[src/rtl/calc_pkg.sv]
// Shared definitions for the calculator keypad front end: command codes,
// scan FSM state encoding and the keypad position-to-code map.
package calc_pkg;

  localparam logic [3:0] CMD_ADD  = 4'hA;
  localparam logic [3:0] CMD_SUB  = 4'hB;
  localparam logic [3:0] CMD_MUL  = 4'hC;
  localparam logic [3:0] CMD_CLR  = 4'hD;
  localparam logic [3:0] CMD_EQ   = 4'hE;
  localparam logic [3:0] CMD_IDLE = 4'hF;

  typedef enum logic [2:0] {
    ST_SCAN         = 3'd0,
    ST_DEBOUNCE     = 3'd1,
    ST_EMIT         = 3'd2,
    ST_WAIT_RELEASE = 3'd3,
    ST_REPEAT       = 3'd4
  } scan_state_t;

  // r3c3 is unpopulated on the board and maps to idle.
  function automatic logic [3:0] key_code(input logic [1:0] row, input logic [1:0] col);
    logic [3:0] code;
    case ({row, col})
      4'b00_00: code = 4'h1;
      4'b00_01: code = 4'h2;
      4'b00_10: code = 4'h3;
      4'b00_11: code = CMD_ADD;
      4'b01_00: code = 4'h4;
      4'b01_01: code = 4'h5;
      4'b01_10: code = 4'h6;
      4'b01_11: code = CMD_SUB;
      4'b10_00: code = 4'h7;
      4'b10_01: code = 4'h8;
      4'b10_10: code = 4'h9;
      4'b10_11: code = CMD_MUL;
      4'b11_00: code = CMD_CLR;
      4'b11_01: code = 4'h0;
      4'b11_10: code = CMD_EQ;
      default:  code = CMD_IDLE;
    endcase
    return code;
  endfunction

  function automatic logic is_digit(input logic [3:0] code);
    return code <= 4'd9;
  endfunction

endpackage

[src/rtl/keypad_sync.sv]
// Two-flop synchroniser for asynchronous keypad inputs, cleared to zero
// by the asynchronous active-low reset.
module keypad_sync #(
  parameter int WIDTH = 4
) (
  input  logic             clock,
  input  logic             reset,
  input  logic [WIDTH-1:0] d,
  output logic [WIDTH-1:0] q
);

  logic [WIDTH-1:0] meta;

  always_ff @(posedge clock or negedge reset) begin
    if (!reset) begin
      meta <= '0;
      q    <= '0;
    end else begin
      meta <= d;
      q    <= meta;
    end
  end

endmodule

[src/rtl/calc_keypad_scan.sv]
// 4x4 matrix keypad scanner with debounce and ghost-key rejection feeding calc_top.cmd.
// Optional auto-repeat of digit keys is built when CALC_KEYPAD_REPEAT_EN is defined.
module calc_keypad_scan
  import calc_pkg::*;
#(
  parameter int SCAN_DIV       = 4,
  parameter int DEBOUNCE_SCANS = 3,
  parameter int CMD_HOLD       = 10,
  parameter int REPEAT_DELAY   = 32,
  parameter int REPEAT_RATE    = 8
) (
  input  logic       clock,
  input  logic       reset,
  input  logic [3:0] row_sense,
  output logic [3:0] col_drive,
  output logic [3:0] cmd,
  output logic       key_valid,
  output logic [2:0] EA
);

  localparam int DIV_W  = (SCAN_DIV > 1) ? $clog2(SCAN_DIV) : 1;
  localparam int CNT_W  = $clog2(DEBOUNCE_SCANS + 1);
  localparam int HOLD_W = $clog2(CMD_HOLD + 1);

  // Stage p0: synchronised rows
  logic [3:0] row_p0;

  keypad_sync #(.WIDTH(4)) u_sync (
    .clock (clock),
    .reset (reset),
    .d     (row_sense),
    .q     (row_p0)
  );

  logic [DIV_W-1:0] div_cnt;
  logic [1:0]       col;
  logic [1:0]       acc_n;
  logic [1:0]       acc_row;
  logic [1:0]       acc_col;
  logic [3:0]       cand_p1;
  logic             vld_p1;

  logic [3:0] pressed;
  logic [2:0] col_hits;
  logic [1:0] hit_row;
  logic [1:0] base_n;
  logic [2:0] sum_n;
  logic [1:0] next_n;
  logic [1:0] next_row;
  logic [1:0] next_col;

  assign pressed   = ~row_p0;
  assign col_drive = ~(4'b0001 << col);

  // Hit count saturates at 2: two or more keys in one scan is ghost/rollover.
  always_comb begin
    col_hits = 3'd0;
    hit_row  = 2'd0;
    for (int r = 0; r < 4; r++) begin
      if (pressed[r]) begin
        col_hits = col_hits + 3'd1;
        hit_row  = 2'(r);
      end
    end
    base_n   = (col == 2'd0) ? 2'd0 : acc_n;
    sum_n    = 3'(base_n) + col_hits;
    next_n   = (sum_n >= 3'd2) ? 2'd2 : sum_n[1:0];
    next_row = (col_hits != 3'd0) ? hit_row : acc_row;
    next_col = (col_hits != 3'd0) ? col : acc_col;
  end

  // Stage p1: scan result. Sampling in the last slot cycle means the rows seen
  // were driven by this column two cycles earlier, so SCAN_DIV must be >= 3.
  always_ff @(posedge clock or negedge reset) begin
    if (!reset) begin
      div_cnt <= '0;
      col     <= 2'd0;
      acc_n   <= 2'd0;
      acc_row <= 2'd0;
      acc_col <= 2'd0;
      cand_p1 <= CMD_IDLE;
      vld_p1  <= 1'b0;
    end else begin
      vld_p1 <= 1'b0;
      if (div_cnt == DIV_W'(SCAN_DIV - 1)) begin
        div_cnt <= '0;
        col     <= col + 2'd1;
        acc_n   <= next_n;
        acc_row <= next_row;
        acc_col <= next_col;
        if (col == 2'd3) begin
          vld_p1  <= 1'b1;
          cand_p1 <= (next_n == 2'd1) ? key_code(next_row, next_col) : CMD_IDLE;
        end
      end else begin
        div_cnt <= div_cnt + 1'b1;
      end
    end
  end

  scan_state_t       state;
  logic [3:0]        latched;
  logic [CNT_W-1:0]  deb_cnt;
  logic [HOLD_W-1:0] hold_cnt;
  logic              agree;
  logic              deb_done;

  assign agree    = vld_p1 && (cand_p1 == latched);
  assign deb_done = (int'(deb_cnt) + 1) >= DEBOUNCE_SCANS;
  assign EA       = 3'(state);

`ifdef CALC_KEYPAD_REPEAT_EN
  localparam int RPT_MAX = (REPEAT_DELAY > REPEAT_RATE) ? REPEAT_DELAY : REPEAT_RATE;
  localparam int RPT_W   = $clog2(RPT_MAX + 1);
  logic [RPT_W-1:0] rpt_cnt;
  logic             rpt_active;
`endif

  // Stage p2: command FSM; deb_cnt doubles as the release counter.
  always_ff @(posedge clock or negedge reset) begin
    if (!reset) begin
      state     <= ST_SCAN;
      latched   <= CMD_IDLE;
      cmd       <= CMD_IDLE;
      key_valid <= 1'b0;
      deb_cnt   <= '0;
      hold_cnt  <= '0;
`ifdef CALC_KEYPAD_REPEAT_EN
      rpt_cnt    <= '0;
      rpt_active <= 1'b0;
`endif
    end else begin
      case (state)
        ST_SCAN: begin
          if (vld_p1 && cand_p1 != CMD_IDLE) begin
            state   <= ST_DEBOUNCE;
            deb_cnt <= CNT_W'(1);
            latched <= cand_p1;
          end
        end
        ST_DEBOUNCE: begin
          if (vld_p1) begin
            if (agree) begin
              deb_cnt <= deb_cnt + 1'b1;
              if (deb_done) begin
                state     <= ST_EMIT;
                cmd       <= latched;
                key_valid <= 1'b1;
                hold_cnt  <= '0;
`ifdef CALC_KEYPAD_REPEAT_EN
                rpt_cnt   <= '0;
`endif
              end
            end else begin
              state <= ST_SCAN;
            end
          end
        end
        ST_EMIT: begin
`ifdef CALC_KEYPAD_REPEAT_EN
          // Keep counting held scans so the repeat cadence is measured from emission.
          if (agree) rpt_cnt <= rpt_cnt + 1'b1;
`endif
          if (int'(hold_cnt) >= CMD_HOLD - 1) begin
            cmd       <= CMD_IDLE;
            key_valid <= 1'b0;
            deb_cnt   <= '0;
`ifdef CALC_KEYPAD_REPEAT_EN
            state     <= rpt_active ? ST_REPEAT : ST_WAIT_RELEASE;
`else
            state     <= ST_WAIT_RELEASE;
`endif
          end else begin
            hold_cnt <= hold_cnt + 1'b1;
          end
        end
        ST_WAIT_RELEASE: begin
          if (vld_p1) begin
            if (cand_p1 == CMD_IDLE) begin
              if (deb_done) begin
                state   <= ST_SCAN;
                deb_cnt <= '0;
              end else begin
                deb_cnt <= deb_cnt + 1'b1;
              end
`ifdef CALC_KEYPAD_REPEAT_EN
              rpt_cnt <= '0;
`endif
            end else begin
              deb_cnt <= '0;
`ifdef CALC_KEYPAD_REPEAT_EN
              if (agree && is_digit(latched)) begin
                if ((int'(rpt_cnt) + 1) >= REPEAT_DELAY) begin
                  state      <= ST_REPEAT;
                  rpt_cnt    <= '0;
                  rpt_active <= 1'b1;
                end else begin
                  rpt_cnt <= rpt_cnt + 1'b1;
                end
              end else begin
                rpt_cnt <= '0;
              end
`endif
            end
          end
        end
`ifdef CALC_KEYPAD_REPEAT_EN
        ST_REPEAT: begin
          if (vld_p1) begin
            if (cand_p1 == CMD_IDLE) begin
              rpt_cnt <= '0;
              if (deb_done) begin
                state      <= ST_SCAN;
                deb_cnt    <= '0;
                rpt_active <= 1'b0;
              end else begin
                deb_cnt <= deb_cnt + 1'b1;
              end
            end else if (agree) begin
              deb_cnt <= '0;
              if ((int'(rpt_cnt) + 1) >= REPEAT_RATE) begin
                state     <= ST_EMIT;
                cmd       <= latched;
                key_valid <= 1'b1;
                hold_cnt  <= '0;
                rpt_cnt   <= '0;
              end else begin
                rpt_cnt <= rpt_cnt + 1'b1;
              end
            end else begin
              deb_cnt    <= '0;
              rpt_cnt    <= '0;
              rpt_active <= 1'b0;
              state      <= ST_WAIT_RELEASE;
            end
          end
        end
`endif
        default: state <= ST_SCAN;
      endcase
    end
  end

endmodule
[config.mk]
export PLATFORM = sky130hd
export DESIGN_NAME = calc_keypad_scan
export DESIGN_NICKNAME = d
export VERILOG_FILES = /design/src/rtl/calc_pkg.sv /design/src/rtl/keypad_sync.sv /design/src/rtl/calc_keypad_scan.sv
export SDC_FILE = /design/constraint.sdc
export NUM_CORES = 1
export LEC_CHECK = 0
export ABC_AREA = 1
export CAP_MARGIN = 10
export CORE_UTILIZATION = 60
export CTS_BUF_LIST = sky130_fd_sc_hd__clkbuf_4 sky130_fd_sc_hd__clkbuf_8
export DETAILED_ROUTE_END_ITERATION = 8
export GPL_ROUTABILITY_DRIVEN = 0
export PLACE_DENSITY_LB_ADDON = 0.1
export SYNTH_ARGS = -nofsm -noshare
export SYNTH_HDL_FRONTEND = slang
export SYNTH_SLANG_ARGS = --single-unit
[constraint.sdc]
create_clock -name clock -period 6 [get_ports clock]
set_input_delay 1.8 -clock clock [delete_from_list [all_inputs] [get_ports clock]]
set_output_delay 1.8 -clock clock [all_outputs]
set_load 0.1 [all_outputs]
==> results_dict.tcl, run 1 <==
set metrics [dict create \
    outcome "completed" \
    antenna_found_initial 0 \
    wl_met3_um 175 \
    hold_viol_final 0 \
    synthDistinctLibCells 39 \
    syn_avg_cell_area_sq_um 8.658 \
    fin_hold_ws_ns 0.3515 \
    path_buf_inv 3 \
    clk_latency_ns 0.29 \
    clk_pin_slew_ns 0.08 \
    numCtsBuffers 5 \
    yosys.area.top_type "dfrtp_1" \
    layout_common_cells "64 x nand2_1, 32 x inv_1, 28 x dfrtp_1, 21 x nor2_1, 21 x ha_1" \
    setup_tns_ns 0 \
    max_cap_violations 0 \
    synthTopCellsByArea "dfrtp_1 29%, dfstp_2 13%, ha_1 11%" \
    grt_overflow 0 \
    die_w_um 65.00 \
    layout_commonest_cell "nand2_1" \
    syn_inst 275 \
    fmaxAchievable_mhz 244.8 \
    clock_sinks 40 \
    row_count 22 \
    area_delta_synth_final_pct 12.19 \
    relSlewSlack_pct 35.35 \
    whs_path_depth 0 \
    power_leakage_nw 1.260 \
    top_layer "met4" \
    ant_nets 0 \
    htreeDepth 2 \
    antenna_cells 0 \
    routedLengthMet1_um 2130 \
    grt_max_degree 41 \
    crit_path_top_delay_cell "clkdlybuf4s50_1" \
    p_per_area_nw_per_um2 391.0 \
    cp.arrival_ns 2.28 \
    timing.reg2reg.worst_path_depth 15 \
    wire_per_inst_um 11.99 \
    min_path_type "reg2reg" \
    start_util_pct 63.60 \
    holdPathEnd "u_sync.q[2]" \
    grt_pass1_wl_um 7272 \
    grt_use_total_pct 22.80 \
    wl_met2_um 1762 \
    fin_skew_ns 0.004020 \
    core-area_sq_um 3744 \
    crit_type "reg2out" \
    drt_iter0_drc 159 \
    max_slew.worst_pin.slew_ns 0.9666 \
    start_kind "register" \
    drt-total-wl_um 4125 \
    crit_chain "inv_1 -> ha_1 -> inv_1 -> clkdlybuf4s50_1" \
    cp-end-kind "output pin" \
    max_stage_delay_ns 1.13 \
    io_pins 18 \
    synth_warnings 0 \
    r2r-start "u_sync.q[1]" \
    syn-cell-area_sq_um 2381 \
    nets 323 \
    synth_top_area_share_pct 29.43 \
    root_buffer "clkbuf_8" \
    irDropWorstVdd_uv 448.4 \
    synth-seq-cells 40 \
    die_h_um 65.00 \
    drc_errors 0 \
    slew_viol_final 0 \
    ctsHoldBuffers 0 \
    fin_util_pct 71.36 \
    rrSetupSlack_ns 3.30 \
    drive_gt1_share_pct 15.54 \
    drt-pass1-iter-count 4 \
    placed_area_sq_um 2574 \
    grt_pass1_vias 1645 \
    grt_setup_unrepaired "no" \
    min_from "u_sync.meta[2]" \
    fin_area_sq_um 2671 \
    finalCriticalPeriod_ns 4.085 \
    cp_common_cell "inv_1" \
    ctsResizeCount 0 \
    crit_family "buffers and inverters" \
    fin_crit_sh_pct 68.08 \
    num_vias 1788 \
    power_w 0.001045 \
    port-buffer-count 16 \
    r2r-end "cand_p1[3]" \
    yosysSeqAreaShare_pct 42.67 \
    crit_fanout 5 \
    dieArea_sq_um 4224 \
    clock_path_buffers 2 \
    post_cts_buffers 0 \
    required_ns 4.20 \
    place_hpwl_um 3075 \
    finalSetupViolations 0 \
    cts_tree "yes" \
    n_fill_cell 290 \
    via_per_inst 5.198 \
    synth_nets 303 \
]
-- synthesized netlist by cell type --
master,number
o21ai_1,2
xor2_1,2
o22a_1,4
buf_6,1
nand2_1,64
nor3_2,1
o21ai_0,16
a41oi_1,1
o21bai_4,1
nand2_4,4
a32o_1,1
clkinv_1,1
nor2_1,21
nand4_1,4
inv_6,1
o22ai_1,1
mux2_2,2
conb_1,1
ha_1,21
nand2_2,11
inv_1,32
clkbuf_1,1
o21a_1,1
nor2_8,1
dfstp_2,12
nand3_1,15
or2_0,1
inv_2,1
o211ai_1,1
dfrtp_1,28
nand3b_1,4
nor2_2,2
a31oi_1,1
or2_2,1
a32oi_1,1
xnor2_1,2
buf_4,1
fa_1,1
a21oi_1,9
-- state kept, by name, summed over array words and instances, names as in the netlist, 4 cells and up --
name,flops
u_sync.meta,4
cmd,4
cand_p1,4
latched,4
u_sync.q,4
hold_cnt,4
-- through the flow --
step           worst slack [ns]  std cells
5_1_grt                   1.834        344
4_1_cts                   1.900        344
3_3_place_gp              2.260        336
2_1_floorplan             2.895        275
3_5_place_dp              2.223        336
6_report                  1.915        344
-- report_power, final --
| group | internal [W] | switching (W) | leakage [nW] |
|---|---|---|---|
| logic | 0.000139 | 0.000320 | 0.750 |
| registers | 0.000350 | 0.0000483 | 0.466 |
| clock network | 0.0000930 | 0.0000942 | 0.0434 |
-- final cells by class --
| cell class | instances | area [sq um] | area share [%] |
|---|---|---|---|
| Multi-Input combinational cell | 197 | 1206 | 45.15 |
| Clock buffer | 6 | 82.58 | 3.091 |
| Clock inverter | 2 | 15.01 | 0.5621 |
| Tap cell | 48 | 60.06 | 2.248 |
| Inverter | 35 | 136.4 | 5.105 |
| Timing Repair Buffer | 16 | 155.1 | 5.808 |
| Sequential cell | 40 | 1016 | 38.03 |
-- metal layers --
| layer | up-vias | GRT usage (%) |
|---|---|---|
| li1 | 923 | - |
| met1 | 818 | 32.16 |
| met2 | 39 | 34.24 |
| met3 | 8 | 5.810 |
| met4 | 0 | 6.944 |
| met5 | - | 0 |
-- worst max-delay path by stage --
stage          startpoint            to  slack, ns  cells past startpoint
2_1_floorplan      col[0]  col_drive[0]       2.89                      3
4_1_cts            col[0]  col_drive[0]       1.90                      4
3_5_place_dp       col[0]  col_drive[0]       2.22                      4
6_report           col[0]  col_drive[0]       1.92                      4
5_1_grt            col[0]  col_drive[0]       1.83                      4
3_3_place_gp       col[0]  col_drive[0]       2.26                      4
-- cell families (layout without fill, tap and decap cells) --
group / after synthesis / in the layout / synth area share (%)
fa+ha+maj: 22 / 22 / 11.88
xor+xnor: 4 / 4 / 1.472
simple gates: 129 / 129 / 25.96
compound gates: 39 / 39 / 10.25
buf+inv: 38 / 59 / 6.674
mux: 2 / 2 / 0.9458
flops: 40 / 40 / 42.67
other cells: 1 / 1 / 0.1575
Note: power is estimated with default switching activity, not from simulation.
==> run 2, diff against run 1 <==
--- a/config.mk
+++ b/config.mk
@@ -7,7 +7,7 @@
 export LEC_CHECK = 0
 export ABC_AREA = 1
 export CAP_MARGIN = 10
-export CORE_UTILIZATION = 60
+export CORE_UTILIZATION = 55
 export CTS_BUF_LIST = sky130_fd_sc_hd__clkbuf_4 sky130_fd_sc_hd__clkbuf_8
 export DETAILED_ROUTE_END_ITERATION = 8
 export GPL_ROUTABILITY_DRIVEN = 0
==> constraint.sdc (replaced) <==
create_clock -name clock -period 3.5 [get_ports clock]
set_input_delay 1.05 -clock clock [delete_from_list [all_inputs] [get_ports clock]]
set_output_delay 1.05 -clock clock [all_outputs]
set_load 0.1 [all_outputs]
==> results_dict.tcl, run 2 (synthesis results as in run 1) <==
set metrics [dict create \
    grt_max_degree 41 \
    max_cap_violations 0 \
    ctsHoldBuffers 0 \
    area_delta_synth_final_pct 11.72 \
    ant_nets 0 \
    clk_pin_slew_ns 0.08 \
    crit_type "reg2reg" \
    cp-end-kind "register" \
    hold_viol_final 0 \
    layout_common_cells "64 x nand2_1, 32 x inv_1, 28 x dfrtp_1, 21 x nor2_1, 21 x ha_1" \
    antenna_found_initial 0 \
    layout_commonest_cell "nand2_1" \
    wire_per_inst_um 11.90 \
    cts_tree "yes" \
    port-buffer-count 16 \
    fin_skew_ns 0.01288 \
    fin_cells 346 \
    core-area_sq_um 4086 \
    place_hpwl_um 3061 \
    power_w 0.001840 \
    clk_latency_ns 0.30 \
    fin_crit_sh_pct 73.57 \
    grt_pass1_wl_um 6844 \
    p_per_area_nw_per_um2 691.7 \
    drt-pass1-iter-count 4 \
    ctsResizeCount 0 \
    min_path_type "reg2reg" \
    nets 323 \
    required_ns 3.74 \
    num_vias 1794 \
    drive_gt1_share_pct 19.26 \
    die_w_um 67.80 \
    grt_setup_unrepaired "no" \
    io_pins 18 \
    drc_errors 0 \
    start_util_pct 58.27 \
    fin_util_pct 65.09 \
    power_leakage_nw 1.284 \
    row_count 23 \
    grt_pass1_vias 1553 \
    start_kind "register" \
    fin_area_sq_um 2660 \
    grt_overflow 0 \
    finalCriticalPeriod_ns 2.575 \
    dp_cells 338 \
    relSlewSlack_pct 42.73 \
    grt_use_total_pct 20.54 \
    clock_path_buffers 2 \
    antenna_cells 0 \
    crit_fanout 10 \
    cp.arrival_ns 2.81 \
    max_slew.worst_pin.slew_ns 0.8591 \
    dieArea_sq_um 4596 \
    drt_iter0_drc 96 \
    die_h_um 67.80 \
    clock_sinks 40 \
    post_cts_buffers 0 \
    numCtsBuffers 5 \
    via_per_inst 5.185 \
    rrSetupSlack_ns 0.92 \
    drt-total-wl_um 4119 \
    fmaxAchievable_mhz 388.3 \
    slew_viol_final 0 \
    placed_area_sq_um 2549 \
    setup_tns_ns 0 \
    htreeDepth 2 \
    outcome "completed" \
    irDropWorstVdd_uv 753.2 \
    root_buffer "clkbuf_8" \
    finalSetupViolations 0 \
]
run 2: cell types whose count changed in the layout (fill, tap and decap cells not counted):
cell             delta
buf_4              +11
clkinv_2            +1
clkinvlp_4          -2
bufinv_16           +1
clkbuf_8            -1
clkbuf_4            +1
clkdlybuf4s50_1    -11
run 2: cell type report:
cell class                      count  area [sq um]
Clock buffer                        6         76.32
Fill cell                         366          1426
Tap cell                           50         62.56
Inverter                           35         136.4
Clock inverter                      2         35.03
Multi-Input combinational cell    197          1206
Timing Repair Buffer               16         127.6
Sequential cell                    40          1016
run 2: critical path: stages (launching register included):
cell and delay, ns:
dfrtp_1 0.37, inv_1 0.08, ha_1 0.35, inv_1 0.06
nand2_1 0.09, nand2_2 0.08, inv_2 0.07, nand2_1 0.05
nand3_1 0.11, nand2_4 0.12, fa_1 0.44, or2_2 0.31
nand4_1 0.13, nor2_1 0.08, nand3_1 0.08, nor2_1 0.04
nor2_1 0.08
run 2: final timing paths:
check                               start     endpoint  cells past startpoint
max                           u_sync.q[1]   cand_p1[3]                     16
max in group asynchronous           reset   div_cnt[0]                      1
min in group asynchronous           reset   acc_col[0]                      1
min reg2reg                u_sync.meta[2]  u_sync.q[2]                      0
min                        u_sync.meta[2]  u_sync.q[2]                      0
max reg2reg                   u_sync.q[1]   cand_p1[3]                     16
run 2: metal layers:
layer	vias up	global-route usage, %	wire, um
met5	-	0	0
met4	0	8.594	76
met3	8	5.068	140
met2	31	29.70	1757
met1	835	29.06	2145
li1	920	-	-
run 2: metrics by stage:
| step | hold slack [ns] | setup slack (ns) |
|---|---|---|
| 3_3_place_gp | 0.3352 | 0.9963 |
| 3_5_place_dp | 0.3381 | 0.9080 |
| 4_1_cts | 0.3548 | 0.9048 |
| 2_1_floorplan | 0.3312 | 0.8772 |
| 5_1_grt | 0.3565 | 0.7012 |
| 6_report | 0.3492 | 0.9250 |
run 2: report_power, final:
group | leakage [nW] | internal [W] | switching, W
Combinational | 0.759 | 0.000227 | 0.000549
Sequential | 0.466 | 0.000600 | 0.0000818
Clock | 0.0586 | 0.000219 | 0.000163
